$ cat src/rtl/bingo_pkg.sv
// Shared definitions for the bingo number draw path: sizes, FSM encoding and
// the 8-bit LFSR step function.
package bingo_pkg;

    localparam int DATA_WIDTH = 8;
    localparam int MAX_NUMBER = 90;

    // Taps for x^8+x^6+x^5+x^4+1, shifting towards the MSB.
    localparam logic [7:0] LFSR_TAPS = 8'hB8;

    typedef enum logic [1:0] {
        ST_IDLE  = 2'd0,
        ST_SEED  = 2'd1,
        ST_PROBE = 2'd2,
        ST_EMIT  = 2'd3
    } draw_state_e;

    function automatic logic [7:0] lfsr_next(input logic [7:0] v);
        if (v == 8'h00) begin
            return 8'h01;
        end
        return {v[6:0], ^(v & LFSR_TAPS)};
    endfunction

endpackage

$ cat src/rtl/number_draw_unit_lfsr8.sv
// Free-running 8-bit Fibonacci LFSR; escapes the all-zero lock-up state and
// never loads zero from reset.
module lfsr8
    import bingo_pkg::*;
#(
    parameter logic [7:0] SEED = 8'hA5
) (
    input  logic       clk,
    input  logic       rst,
    output logic [7:0] q
);

    localparam logic [7:0] RESET_VAL = (SEED == 8'h00) ? 8'h01 : SEED;

    logic [7:0] q_q;

    always_ff @(posedge clk or posedge rst) begin
        if (rst) begin
            q_q <= RESET_VAL;
        end else begin
            q_q <= lfsr_next(q_q);
        end
    end

    assign q = q_q;

endmodule

$ cat src/rtl/number_draw_unit.sv
// Draws never-repeating bingo numbers in 1..MAX_NUMBER: an LFSR picks a start
// point, then a linear probe with wrap finds the next undrawn number.
module number_draw_unit #(
    parameter int         DATA_WIDTH = bingo_pkg::DATA_WIDTH,
    parameter int         MAX_NUMBER = bingo_pkg::MAX_NUMBER,
    parameter logic [7:0] LFSR_SEED  = 8'hA5,
    parameter int         CNT_WIDTH  = 7
) (
    input  logic                  clk,
    input  logic                  rst,
    input  logic                  new_game,
    input  logic                  draw_req,
    input  logic                  halt,
    output logic [DATA_WIDTH-1:0] guessed_number,
    output logic                  next_edge,
    output logic                  busy,
    output logic                  exhausted,
    output logic [CNT_WIDTH-1:0]  draw_count
);

    import bingo_pkg::*;

    draw_state_e           state_q;
    logic [7:0]            lfsr_q;
    logic [MAX_NUMBER:1]   used_q;
    logic [DATA_WIDTH-1:0] cand_q;
    logic [DATA_WIDTH-1:0] guessed_q;
    logic [CNT_WIDTH-1:0]  count_q;
    logic                  exhausted_q;
    logic                  next_edge_q;
    logic                  busy_q;
    logic                  req_prev_q;

    logic                  req_edge;
    logic                  lfsr_in_range;
    logic                  cand_free;
    logic [MAX_NUMBER:1]   used_d;
    logic [DATA_WIDTH-1:0] cand_d;
    logic [CNT_WIDTH-1:0]  count_d;

    lfsr8 #(
        .SEED (LFSR_SEED)
    ) u_lfsr (
        .clk (clk),
        .rst (rst),
        .q   (lfsr_q)
    );

    assign req_edge      = draw_req & ~req_prev_q;
    assign lfsr_in_range = (int'(lfsr_q) >= 1) && (int'(lfsr_q) <= MAX_NUMBER);
    assign cand_d        = (cand_q == DATA_WIDTH'(MAX_NUMBER)) ? DATA_WIDTH'(1)
                                                               : cand_q + DATA_WIDTH'(1);
    assign count_d       = count_q + CNT_WIDTH'(1);

    // Bitmap lookup and update for the current candidate; bit 0 never exists.
    always_comb begin
        cand_free = 1'b0;
        used_d    = used_q;
        for (int i = 1; i <= MAX_NUMBER; i++) begin
            if (cand_q == DATA_WIDTH'(i)) begin
                cand_free = ~used_q[i];
                used_d[i] = 1'b1;
            end
        end
    end

    always_ff @(posedge clk or posedge rst) begin
        if (rst) begin
            req_prev_q <= 1'b0;
        end else begin
            req_prev_q <= draw_req;
        end
    end

    always_ff @(posedge clk or posedge rst) begin
        if (rst) begin
            state_q     <= ST_IDLE;
            used_q      <= '0;
            cand_q      <= '0;
            guessed_q   <= '0;
            count_q     <= '0;
            exhausted_q <= 1'b0;
            next_edge_q <= 1'b0;
            busy_q      <= 1'b0;
        end else if (new_game) begin
            // Aborts any draw in flight; the last shown number stays visible.
            state_q     <= ST_IDLE;
            used_q      <= '0;
            count_q     <= '0;
            exhausted_q <= 1'b0;
            next_edge_q <= 1'b0;
            busy_q      <= 1'b0;
        end else begin
            case (state_q)
                ST_IDLE: begin
                    next_edge_q <= 1'b0;
                    if (req_edge && !halt && !exhausted_q) begin
                        state_q <= ST_SEED;
                        busy_q  <= 1'b1;
                    end
                end
                ST_SEED: begin
                    if (lfsr_in_range) begin
                        cand_q  <= DATA_WIDTH'(lfsr_q);
                        state_q <= ST_PROBE;
                    end
                end
                ST_PROBE: begin
                    if (cand_free) begin
                        used_q      <= used_d;
                        guessed_q   <= cand_q;
                        count_q     <= count_d;
                        exhausted_q <= (count_d == CNT_WIDTH'(MAX_NUMBER));
                        next_edge_q <= 1'b1;
                        state_q     <= ST_EMIT;
                    end else begin
                        cand_q <= cand_d;
                    end
                end
                ST_EMIT: begin
                    next_edge_q <= 1'b0;
                    busy_q      <= 1'b0;
                    state_q     <= ST_IDLE;
                end
                default: begin
                    next_edge_q <= 1'b0;
                    busy_q      <= 1'b0;
                    state_q     <= ST_IDLE;
                end
            endcase
        end
    end

    assign guessed_number = guessed_q;
    assign next_edge      = next_edge_q;
    assign busy           = busy_q;
    assign exhausted      = exhausted_q;
    assign draw_count     = count_q;

endmodule

$ cat config.mk
export PLATFORM = sky130hd
export DESIGN_NAME = number_draw_unit
export DESIGN_NICKNAME = d
export VERILOG_FILES = /design/src/rtl/bingo_pkg.sv /design/src/rtl/number_draw_unit_lfsr8.sv /design/src/rtl/number_draw_unit.sv
export SDC_FILE = /design/constraint.sdc
export NUM_CORES = 1
export LEC_CHECK = 0
export BUFFER_PORTS_ARGS = -buffer_cell sky130_fd_sc_hd__buf_4
export CAP_MARGIN = 30
export CORE_MARGIN = 2
export CORE_UTILIZATION = 68
export DETAILED_ROUTE_END_ITERATION = 6
export PLACE_DENSITY_LB_ADDON = 0.05
export REMOVE_ABC_BUFFERS = 1
export SETUP_SLACK_MARGIN = 0.02
export SKIP_CTS_REPAIR_TIMING = 1
export SLEW_MARGIN = 20
export SYNTH_ARGS = -nofsm -noshare
export SYNTH_HDL_FRONTEND = slang
export SYNTH_HIERARCHICAL = 1
export SYNTH_SLANG_ARGS = --single-unit
$ cat constraint.sdc
create_clock -name clk -period 8.95 [get_ports clk]
set_input_delay 0.4475 -clock clk [delete_from_list [all_inputs] [get_ports clk]]
set_output_delay 0.4475 -clock clk [all_outputs]
set_load 0.005 [all_outputs]
Word-level counts from Yosys, hierarchy flattened

Index checks and enable logic that the tools add are counted.

Flip-flop bits (word level): 127
Input bits: 5
Output and inout port bits: 18
Logic and storage cells: 702

Add/sub/neg operators: 2
Order comparisons: 2
Equality and inequality tests: 99
Mux-type cells: 207
Bitwise gates (word level): 93
Reductions and logical operators: 200

Operators with widths:

| kind                | number |
|---|---|
| $reduce_and 3->1    | 92 |
| $mux 90             | 3 |
| $eq 8x6->1 const B  | 32 |
| $eq 8x7->1 const B  | 27 |
| $mux 1              | 188 |
| $reduce_bool 2->1   | 93 |
| $eq 8x5->1 const B  | 16 |
| $not 1->1           | 92 |
| $eq 8x4->1 const B  | 8 |
| $mux 8              | 5 |
| $eq 8x3->1 const B  | 4 |
| $mux 7              | 3 |
| $eq 8x2->1 const B  | 2 |
| $pmux 8 s2          | 1 |
| $ne 3x3->1 const B  | 3 |
| $add 8x1->8 const B | 1 |
| $eq 8x1->1 const B  | 1 |
| $ge 8x1->1 const B  | 1 |
| $le 8x7->1 const B  | 1 |
| $logic_not 8->1     | 1 |
| $mux 2              | 4 |
| $pmux 2 s4          | 1 |
| $reduce_xor 8->1    | 1 |
| $add 7x1->7 const B | 1 |
| 13 further kinds    | 22 |

Logic depth before layout (Yosys ltp)

Gate-level depths: netlist of the first run.

Word-level depth: 94
Mapped depth: 16
Depth with buffers taken out: 11

Cells and area by module

The synthesis of the first run kept the hierarchy.

Modules (own cells, without submodules):

| module           | instances | cells an instance | area each (sq um) | sequential area each (sq um) |
|---|---|---|---|---|
| number_draw_unit | 1         | 766               | 6,907.9           | 2,977.9 |
| lfsr8            | 1         | 23                | 302.8             | 205.2 |

Least setup slack after synthesis of the first run

No wires, ideal clock.

Path kind: register -> register
Start point: reg cand_q[0]
End point: reg guessed_q[0] (netlist: guessed_number[0])
Setup time: 0.125 ns
Arrival: 2.868 ns
Required time: 8.825 ns
Slack: 5.957 ns
Stages on the path, launching flop included: 15
Clock period less this slack: 2.993 ns
Cell sequence: dfrtp_1 -> inv_1 -> ha_1 -> buf_2 -> buf_2 -> a211o_1 -> a32o_1 -> a21oi_1 -> a221oi_1 -> a211oi_1 -> o211ai_2 -> a21oi_4 -> nand2b_1 -> buf_4 -> mux2_4

Word-level cells in the longest chain between the ends: 92
Elaborated cells on any way between the ends: 181
Those cells by class: 90 x eq/ne; 90 x mux; 1 x reduce/logical

RTL lines:

| what                              | line                    | RTL |
|---|---|---|
| start, declared                   | number_draw_unit.sv:26  | `logic [DATA_WIDTH-1:0] cand_q;` |
| start signal, assigned            | number_draw_unit.sv:104 | `cand_q <= DATA_WIDTH'(lfsr_q);` |
| start signal, assigned            | number_draw_unit.sv:117 | `cand_q <= cand_d;` |
| $eq 8x1->1                        | number_draw_unit.sv:60  | `if (cand_q == DATA_WIDTH'(i)) begin` |
| $mux 1 (90 in series)             | number_draw_unit.sv:60  |  |
| $reduce_and 3->1 (no source line) | --                      |  |
| end signal, assigned              | number_draw_unit.sv:111 | `guessed_q <= cand_q;` |
| end, declared                     | number_draw_unit.sv:27  | `logic [DATA_WIDTH-1:0] guessed_q;` |

Parallel ways exist; a longest one is shown, timed or not.
A chain may end at the register's enable or synchronous reset.

Worst setup path in the final report of the first run

Start point: reg cand_q[2]
End point: reg used_q[13] (netlist bit)

Word-level cells in the longest chain between the ends: 93
Elaborated cells on any way between the ends: 183
Those cells by class: 90 x eq/ne; 90 x mux; 3 x reduce/logical

RTL lines:

| what                                  | line                    | RTL |
|---|---|---|
| $eq 8x1->1                            | number_draw_unit.sv:60  |  |
| $mux 1 (90 in series)                 | number_draw_unit.sv:60  |  |
| $reduce_bool 2->1 (no source line)    | --                      |  |
| $reduce_and 3->1 (no source line) (*) | --                      |  |
| end signal, assigned                  | number_draw_unit.sv:110 | `used_q <= used_d;` |
| end, declared                         | number_draw_unit.sv:25  | `logic [MAX_NUMBER:1] used_q;` |

Mark *: on every way between the ends. The rest lies on a longest branch, timed or not.

==> impl_metrics.json, run 1 <==
{
  "result_of_the_run": "complete, but fails checks",
  "violated_checks": "DRC",
  "min_period_over_period_pct": 54.35,
  "ctsHtreeMaxLevel": 4,
  "detail-route-antenna-nets": 0,
  "placement.setup.worst_slack_ps": 4397,
  "via_count_of_the_first_global_routing_pass": 6196,
  "finalCriticalPeriod_ps": 4864,
  "grt.overflow.total": 0,
  "port_buffers": 22,
  "syn_inst": 789,
  "design.final.nets": 797,
  "synth_edf_count": 0,
  "timing.critical_path.fanout_max": 25,
  "fraction_of_layout_cells_with_a_size_suffix_above_1_pct": 12.36,
  "cts_tree": "yes",
  "die_w_um": 107.0,
  "cts_max_path_buffers": 2,
  "synth_xor_area_share_pct": 1.301,
  "area_growth_pct": 10.67,
  "area_taken_by_multi_input_logic_gates_um2": 3323,
  "synth_largest_type_area_fraction_pct": 42.69,
  "static-leakage-power_nw": 3.246,
  "cp_data_arrival_time_ps": 5310,
  "antenna_violations_before_repair": 0,
  "layout.cell_area.non_filler_um2": 7980,
  "postSynth.asyncResetShare_pct": 100.0,
  "drt-vias-per-instance": 7.029,
  "synthesis.area_per_instance_um2": 9.139,
  "seq_area_frac_synth_pct": 44.14,
  "first_pass_iters": 7,
  "worstPathCellList": "buf_4 -> nor2b_1 -> o21ai_0 -> a31oi_2 -> a21oi_1 -> o21ai_0 -> a41oi_2 -> a21oi_4 -> nand3b_1 -> o22ai_1",
  "grt_max_degree": 87,
  "timing.max_slew.rel_slack_pct": 39.01,
  "vdd_ir_max_v": 0.0002170,
  "critical_path_buf_inv_count": 1,
  "gp_routability_congestion": 0.9590,
  "main_combinational_cell_family_by_area_after_synthesis": "compound AO/OA/AOI/OAI gates",
  "crit_path_start_kind": "register",
  "detail_route.drc_violations": 14,
  "synthAdderAreaFrac_pct": 1.909,
  "critical_path.slowest_cell": "sky130_fd_sc_hd__dfrtp_1",
  "floorplan.initialDensity_pct": 69.85,
  "floorplan.die.height_um": 107.0,
  "cpLargestDelayFamily": "compound AO/OA/AOI/OAI gates",
  "clockRootBuffer": "sky130_fd_sc_hd__clkbuf_8",
  "synth_compound_area_share_pct": 25.28,
  "post_synth_mux_area_share_pct": 2.169,
  "path_clk_slew_ps": 60,
  "hold_slack_ps": 7.292,
  "instances_no_fill": 929,
  "cap_viol_max_count": 0,
  "final_max_slew_viol_count": 0,
  "numCtsBuffers": 17,
  "path_common_cell": "sky130_fd_sc_hd__o21ai_0",
  "fp-row-count": 37,
  "holdPathStages": 1,
  "max_clock_freq_mhz": 205.6,
  "hold_fails_final_rpt": 0,
  "timing.setup.tns_ps": 0,
  "globalRouteTotalUtil_pct": 40.03,
  "rsz0062_at_grt": "false",
  "dpl_cell_area_um2": 7325,
  "layout.cells.most_common": "sky130_fd_sc_hd__dfrtp_1",
  "setup.worst_path.end_class": "register",
  "setup.worst_path.class": "register to register",
  "yosys_register_bits": 127,
  "layout_common_cells": "sky130_fd_sc_hd__dfrtp_1 (123), sky130_fd_sc_hd__inv_1 (104), sky130_fd_sc_hd__o22ai_1 (91)",
  "cp_slowest_stage_delay_ps": 710,
  "register_area_um2": 3183,
  "layout_setup_ws_ps": 4086,
  "drt-initial-drc-count": 1030,
  "layout_skew_ps": 8.260,
  "cp.depth": 10,
  "grt_pass1_wl_mm": 34.31,
  "core_region_area_um2": 10320,
  "fp.dieArea_um2": 11440,
  "clock_latency_ps": 560,
  "simple_gate_share_of_the_synthesized_area_pct": 15.39,
  "top_cell_type_by_total_area_after_synthesis": "sky130_fd_sc_hd__dfrtp_1",
  "antennaDiodeCount": 0,
  "totalWireLength_mm": 21.90,
  "holdCritPathClass": "input port to register",
  "ys.warnings.count": 6,
  "clock_sinks": 127,
  "filler_cell_count": 694,
  "synth.distinct_cells": 78,
  "synth-main-ff-cell": "sky130_fd_sc_hd__dfrtp_1",
  "power_density_nw_per_um2": 295.7,
  "num_vias": 6530,
  "drt-wirelength-per-cell_um": 23.58,
  "utilization_pct": 77.30,
  "total_power_mw": 2.360,
  "synth.cell_area_um2": 7211,
  "r2r_cells": 10,
  "worst-slew-pin-transition_ps": 914.9,
  "io_pins": 23,
  "worstPathRequired_ps": 9400,
  "dp_hpwl_mm": 13.87,
  "dp_cells": 896,
  "synth.area.top_cells": "sky130_fd_sc_hd__dfrtp_1 (43%), sky130_fd_sc_hd__o22ai_1 (7.9%), sky130_fd_sc_hd__inv_1 (5.5%), sky130_fd_sc_hd__a21oi_1 (3.3%), sky130_fd_sc_hd__nand2_1 (3.0%)",
  "total_setup_violations_reported_at_the_end_of_the_flow": 0
}
==> per-layer routing <==
layer / global-route usage [%] / wire [um] / vias up
met1: 55.74 / 8702 / 3144
met4: 16.23 / 763 / 0
li1: - / - / 2822
met2: 60.87 / 9997 / 475
met5: 0 / 0 / -
met3: 9.362 / 2438 / 89
==> cell usage after synthesis, drive strengths merged, types with 3 or more instances <==
cell / n
a2111oi: 3
a211o: 3
a211oi: 20
a21o: 8
a21oi: 49
a221oi: 6
a22oi: 3
a31oi: 8
and2: 4
buf: 38
clkbuf: 23
dfrtp: 123
dfstp: 4
ha: 11
inv: 106
mux2: 8
mux2i: 4
nand2: 57
nand2b: 8
nand3: 14
nand3b: 12
nand4: 5
nor2: 30
nor2b: 22
nor3: 7
nor3b: 11
nor4: 4
nor4b: 6
o2111ai: 3
o211ai: 6
o21ai: 25
o221ai: 5
o22ai: 91
o311ai: 4
o31ai: 14
o32ai: 4
xnor2: 7
==> where the power goes <==
| part | switching (mW) | internal [mW] |
|---|---|---|
| combinational | 0.627 | 0.302 |
| sequential | 0.0822 | 0.606 |
| clock | 0.256 | 0.487 |
==> worst paths after layout <==
check | to | from | slack [ps]
setup / recovery | used_q[13] | cand_q[2] | 4090
hold / removal | req_prev_q | draw_req | 7
setup reg to reg | used_q[13] | cand_q[2] | 4090
hold reg to reg | u_lfsr/q[3] | u_lfsr/q[2] | 450
max in group asynchronous | used_q[50] | rst | 7280
min in group asynchronous | u_lfsr/q[1] | rst | 410
==> flip-flops by register name (all words and copies together) (netlist names) <==
register	count
busy	1
cand_q	8
draw_count	7
exhausted	1
guessed_number	8
next_edge	1
req_prev_q	1
state_q	2
u_lfsr/q	8
used_q	90
==> cell type report <==
cell class / instances / share of cell area [%]
sequential: 127 / 39.89
inverter: 108 / 5.111
multi-input combinational: 493 / 41.64
clock inverter: 10 / 2.336
timing repair buffer: 34 / 3.387
tap: 136 / 2.132
clock buffer: 21 / 5.503
==> cells by family after synthesis <==
group,Yosys count
adder cells (fa/ha/maj),11
XOR/XNOR,9
AND/OR/NAND/NOR,192
buffers and inverters,169
multiplexers,12
flip-flops,127
AO/OA/AOI/OAI,269
No activity file was read; power rests on OpenSTA's default activity.
==> run 2, diff against run 1 <==
- CORE_UTILIZATION: 68 -> 57
- clock period: 8.95 -> 4.1 ns (I/O delays scaled with it)
==> run 2 against run 1 <==
  * The run now ends clean
  * Sequential cell count unchanged
  * Global-route usage shrank 4.7 points
  * Clock power rose by 130%
  * Sequential share of layout area is 1.3 points lower
  * Setup slack got worse by 3800 ps
  * Non-clock buffer count grew 23
  * Count of clock-buffer cells in the layout down 1
  * Utilization fell by 11 points
  * Critical path type unchanged
==> impl_metrics.json, run 2 (synthesis results as in run 1) <==
{
  "setup.worst_path.class": "register to register",
  "detail_route.drc_violations": 0,
  "min_period_over_period_pct": 93.60,
  "cts_max_path_buffers": 2,
  "fp-row-count": 41,
  "crit_path_start_kind": "register",
  "worstPathRequired_ps": 4400,
  "internal_power_mw": 3.215,
  "setup.worst_path.end_class": "register",
  "floorplan.die.height_um": 116.5,
  "clock_sinks": 127,
  "timing.max_slew.rel_slack_pct": 50.53,
  "register_with_the_most_flip_flops": "used_q",
  "swShare_pct": 40.18,
  "dp_hpwl_mm": 15.49,
  "totalWireLength_mm": 22.44,
  "grt_max_degree": 60,
  "fp.dieArea_um2": 13570,
  "max_clock_freq_mhz": 260.6,
  "layout.cells.most_common": "sky130_fd_sc_hd__dfrtp_1",
  "antennaDiodeCount": 0,
  "vdd_ir_max_v": 0.0003738,
  "instances_no_fill": 989,
  "port_buffers": 22,
  "power_density_nw_per_um2": 651.4,
  "hold_slack_ps": 233.1,
  "sequentialPowerShare_pct": 28.4,
  "drt-wirelength-per-cell_um": 22.69,
  "first_pass_iters": 7,
  "layout_common_cells": "sky130_fd_sc_hd__dfrtp_1 (123), sky130_fd_sc_hd__inv_1 (104), sky130_fd_sc_hd__o22ai_1 (91)",
  "share_comb_of_total_power_pct": 40.3,
  "cts_tree": "yes",
  "static-leakage-power_nw": 3.417,
  "worstPathCellList": "inv_1 -> ha_1 -> buf_4 -> a221o_1 -> o21ai_0 -> a2111oi_0 -> or3_1 -> a31oi_2 -> o211ai_2 -> a21oi_4 -> nand2b_1 -> mux2_4",
  "cap_viol_max_count": 0,
  "globalRouteTotalUtil_pct": 35.31,
  "via_count_of_the_first_global_routing_pass": 6246,
  "numCtsBuffers": 17,
  "num_vias": 6401,
  "ctsHtreeMaxLevel": 4,
  "clockRootBuffer": "sky130_fd_sc_hd__clkbuf_16",
  "placement.setup.worst_slack_ps": 276.4,
  "area_taken_by_multi_input_logic_gates_um2": 3346,
  "design.final.nets": 820,
  "clock_latency_ps": 420,
  "timing.setup.tns_ps": 0,
  "critical_path_buf_inv_count": 2,
  "hold_fails_final_rpt": 0,
  "gp_routability_congestion": 0.9893,
  "worst-slew-pin-transition_ps": 742.0,
  "cp_data_arrival_time_ps": 4140,
  "fraction_of_layout_cells_with_a_size_suffix_above_1_pct": 15.18,
  "grt_pass1_wl_mm": 35.54,
  "timing.critical_path.fanout_max": 8,
  "filler_cell_count": 1045,
  "floorplan.initialDensity_pct": 57.84,
  "critical_path.slowest_cell": "sky130_fd_sc_hd__dfrtp_1",
  "grt.overflow.total": 0,
  "holdCritPathClass": "input port to register",
  "drt-initial-drc-count": 670,
  "drt-vias-per-instance": 6.472,
  "cpLargestDelayFamily": "compound AO/OA/AOI/OAI gates",
  "total_setup_violations_reported_at_the_end_of_the_flow": 0,
  "register_area_um2": 3183,
  "finalCriticalPeriod_ps": 3838,
  "total_power_mw": 5.375,
  "io_pins": 23,
  "net-switching-power_mw": 2.159,
  "die_w_um": 116.5,
  "power.share.clock_pct": 31.3,
  "path_clk_slew_ps": 60,
  "detail-route-antenna-nets": 0,
  "result_of_the_run": "finished, final reports clean",
  "final_max_slew_viol_count": 0,
  "core_region_area_um2": 12470,
  "area_growth_pct": 14.42,
  "layout_skew_ps": 10.34,
  "antenna_violations_before_repair": 0,
  "cp_slowest_stage_delay_ps": 450,
  "largest_register_ffs": 90,
  "dp_cells": 955,
  "layout_setup_ws_ps": 262.3,
  "rsz0062_at_grt": "false"
}
==> run 2: changes by cell type in the layout (fill, tap and decap cells not counted), sizes merged <==
cell         previous run  this run
buf                    33        55
inv                   106       109
clkinv                  7         5
clkbuf                 21        20
clkinvlp                0         1
dlygate4sd3             1         2
==> run 2: worst paths after layout <==
check	startpoint	endpoint	slack (ps)	cells after the start
min	halt	busy	230	4
min reg2reg	u_lfsr/q[2]	u_lfsr/q[3]	440	0
max	cand_q[1]	guessed_number[0]	260	12
max in group asynchronous	rst	used_q[10]	2720	4
min in group asynchronous	rst	u_lfsr/q[6]	300	3
max reg2reg	cand_q[1]	guessed_number[0]	260	12
==> run 2: worst register-to-register path, cell delays in order (launching register included) <==
cell and delay (ps):
sky130_fd_sc_hd__dfrtp_1 450, sky130_fd_sc_hd__inv_1 110, sky130_fd_sc_hd__ha_1 270, sky130_fd_sc_hd__buf_4 180, sky130_fd_sc_hd__a221o_1 350, sky130_fd_sc_hd__o21ai_0 290, sky130_fd_sc_hd__a2111oi_0 150, sky130_fd_sc_hd__or3_1 400
sky130_fd_sc_hd__a31oi_2 210, sky130_fd_sc_hd__o211ai_2 250, sky130_fd_sc_hd__a21oi_4 270, sky130_fd_sc_hd__nand2b_1 360, sky130_fd_sc_hd__mux2_4 420
==> run 2: routing by layer <==
layer | wire [um] | global-route usage, %
met2 | 10390 | 54.73
met5 | 0 | 0
met3 | 1673 | 7.628
met4 | 605 | 12.70
met1 | 9771 | 49.21
==> run 2: power by group through the flow <==
stage               logic (mW)  registers [mW]  clock network (mW)
floorplan                 1.26            1.50                   0
CTS                       2.09            1.52                1.69
finish                    2.17            1.52                1.68
detailed placement        2.08            1.54                   0
global route              2.30            1.54                1.76
global placement          2.06            1.53                   0
==> run 2: final cells by class <==
type | instances | share of cell area [%]
Clock inverter | 12 | 2.502
Multi-Input combinational cell | 493 | 40.55
Sequential cell | 127 | 38.58
Timing Repair Buffer | 57 | 5.399
Tap cell | 172 | 2.608
Inverter | 108 | 4.944
Clock buffer | 20 | 5.414
==> run 2: through the flow <==
step,utilization (%),area [um^2]
after floorplan,-,6909
after global placement,60.60,7555
after detailed placement,60.60,7555
after CTS,65.84,8208
after global routing,66.18,8250
final,66.18,8250
==> run 3, diff against run 2 <==
- CORE_MARGIN: 2 -> 4
- CORE_UTILIZATION: 57 -> 53
==> run 3 against run 2 <==
  * Cell count increased by 1.7%
  * Routed wire length increased by 3.2%
  * Via count increased by 1.9%
  * Non-clock buffer count increased by 13
  * Sequential cell count unchanged
  * First-iteration DRC count increased by 13%
  * Sequential power decreased by 3%
  * Setup slack got worse by 110 ps
  * Critical path type unchanged
  * Largest cell class unchanged
  * Largest power group unchanged
==> impl_metrics.json, run 3 (synthesis results as in run 1) <==
{
  "dp_cells": 968,
  "detail-route-antenna-nets": 0,
  "vdd_ir_max_v": 0.0003801,
  "dp_hpwl_mm": 15.83,
  "fp.dieArea_um2": 15540,
  "instances_no_fill": 1006,
  "drt-vias-per-instance": 6.482,
  "path_clk_slew_ps": 60,
  "io_pins": 23,
  "grt_max_degree": 65,
  "numCtsBuffers": 17,
  "cp_data_arrival_time_ps": 4280,
  "placement.setup.worst_slack_ps": 35.29,
  "port_buffers": 22,
  "hold_slack_ps": 231.8,
  "floorplan.die.height_um": 124.6,
  "holdPathStages": 4,
  "core_region_area_um2": 13300,
  "utilization_pct": 63.20,
  "globalRouteTotalUtil_pct": 30.17,
  "layout.cells.most_common": "sky130_fd_sc_hd__dfrtp_1",
  "num_vias": 6521,
  "rsz0062_at_grt": "true",
  "result_of_the_run": "finished, final reports clean",
  "hold_fails_final_rpt": 0,
  "largest_register_ffs": 90,
  "layout_setup_ws_ps": 147.5,
  "first_pass_iters": 5,
  "area_taken_by_multi_input_logic_gates_um2": 3359,
  "die_w_um": 124.6,
  "timing.max_slew.rel_slack_pct": 56.96,
  "setup.worst_path.class": "register to register",
  "static-leakage-power_nw": 3.436,
  "dpl_cell_area_um2": 7655,
  "max_clock_freq_mhz": 253.0,
  "design.final.nets": 834,
  "finalCriticalPeriod_ps": 3953,
  "worstPathRequired_ps": 4420,
  "area_growth_pct": 16.54,
  "fraction_of_layout_cells_with_a_size_suffix_above_1_pct": 16.87,
  "antenna_violations_before_repair": 0,
  "timing.critical_path.fanout_max": 32,
  "cts_tree": "yes",
  "register_with_the_most_flip_flops": "used_q",
  "grt.overflow.total": 0,
  "layout_common_cells": "sky130_fd_sc_hd__dfrtp_1 (123), sky130_fd_sc_hd__inv_1 (104), sky130_fd_sc_hd__o22ai_1 (91)",
  "grt_pass1_wl_mm": 36.60,
  "ctsHtreeMaxLevel": 4,
  "drt-wirelength-per-cell_um": 23.02,
  "via_count_of_the_first_global_routing_pass": 6379,
  "final_max_slew_viol_count": 0,
  "filler_cell_count": 1144,
  "drt-initial-drc-count": 756,
  "floorplan.initialDensity_pct": 54.23,
  "worst-slew-pin-transition_ps": 637.2,
  "antennaDiodeCount": 0,
  "clock_sinks": 127,
  "r2r_cells": 13,
  "timing.setup.tns_ps": 0,
  "crit_path_start_kind": "register",
  "detail_route.drc_violations": 0,
  "gp_routability_congestion": 1.035,
  "total_setup_violations_reported_at_the_end_of_the_flow": 0,
  "setup.worst_path.end_class": "register",
  "min_period_over_period_pct": 96.40,
  "register_area_um2": 3183,
  "cts_max_path_buffers": 2,
  "clock_latency_ps": 430,
  "layout_skew_ps": 8.814,
  "fp-row-count": 42,
  "power_density_nw_per_um2": 659.0,
  "clockRootBuffer": "sky130_fd_sc_hd__clkbuf_16",
  "holdCritPathClass": "input port to register",
  "layout.cell_area.non_filler_um2": 8403,
  "total_power_mw": 5.537,
  "totalWireLength_mm": 23.16,
  "cap_viol_max_count": 0
}
## run 3: critical path, cell delays in order, from the launching register on
cell,delay (ps)
sky130_fd_sc_hd__dfrtp_1,490
sky130_fd_sc_hd__inv_1,180
sky130_fd_sc_hd__ha_4,300
sky130_fd_sc_hd__buf_4,210
sky130_fd_sc_hd__buf_4,160
sky130_fd_sc_hd__a211o_1,230
sky130_fd_sc_hd__a32o_1,260
sky130_fd_sc_hd__a21oi_1,180
sky130_fd_sc_hd__a221oi_1,110
sky130_fd_sc_hd__a211oi_1,270
sky130_fd_sc_hd__o211ai_2,220
sky130_fd_sc_hd__a21oi_4,420
sky130_fd_sc_hd__nand3b_2,470
sky130_fd_sc_hd__o22ai_1,330
## run 3: final timing paths
kind                        startpoint  slack, ps          end
max                          cand_q[0]        150   used_q[58]
max reg2reg                  cand_q[0]        150   used_q[58]
min in group asynchronous          rst        300  u_lfsr/q[4]
max in group asynchronous          rst       2770   used_q[32]
min                               halt        230         busy
min reg2reg                u_lfsr/q[2]        440  u_lfsr/q[3]
## run 3: where the power goes
group	total, mW	internal, mW	switching (mW)
logic	2.33	0.875	1.45
registers	1.48	1.32	0.155
clock network	1.73	1.14	0.593
total	5.54	3.34	2.20
## run 3: layout make-up
class                   instances  share of cell area, %
clock buffers                  17                  5.063
clock inverters                14                  2.844
inverters                     108                  4.854
multi-input cells             494                  39.98
flip-flops and latches        127                  37.88
well taps                     176                  2.621
repair buffers                 70                  6.760
## run 3: metal layers
layer	global-route usage (%)	vias up	wire (um)
met2	45.36	309	10490
met3	7.976	67	2034
met4	12.38	0	777
met1	41.54	3246	9859
li1	-	2899	-
met5	0	-	0
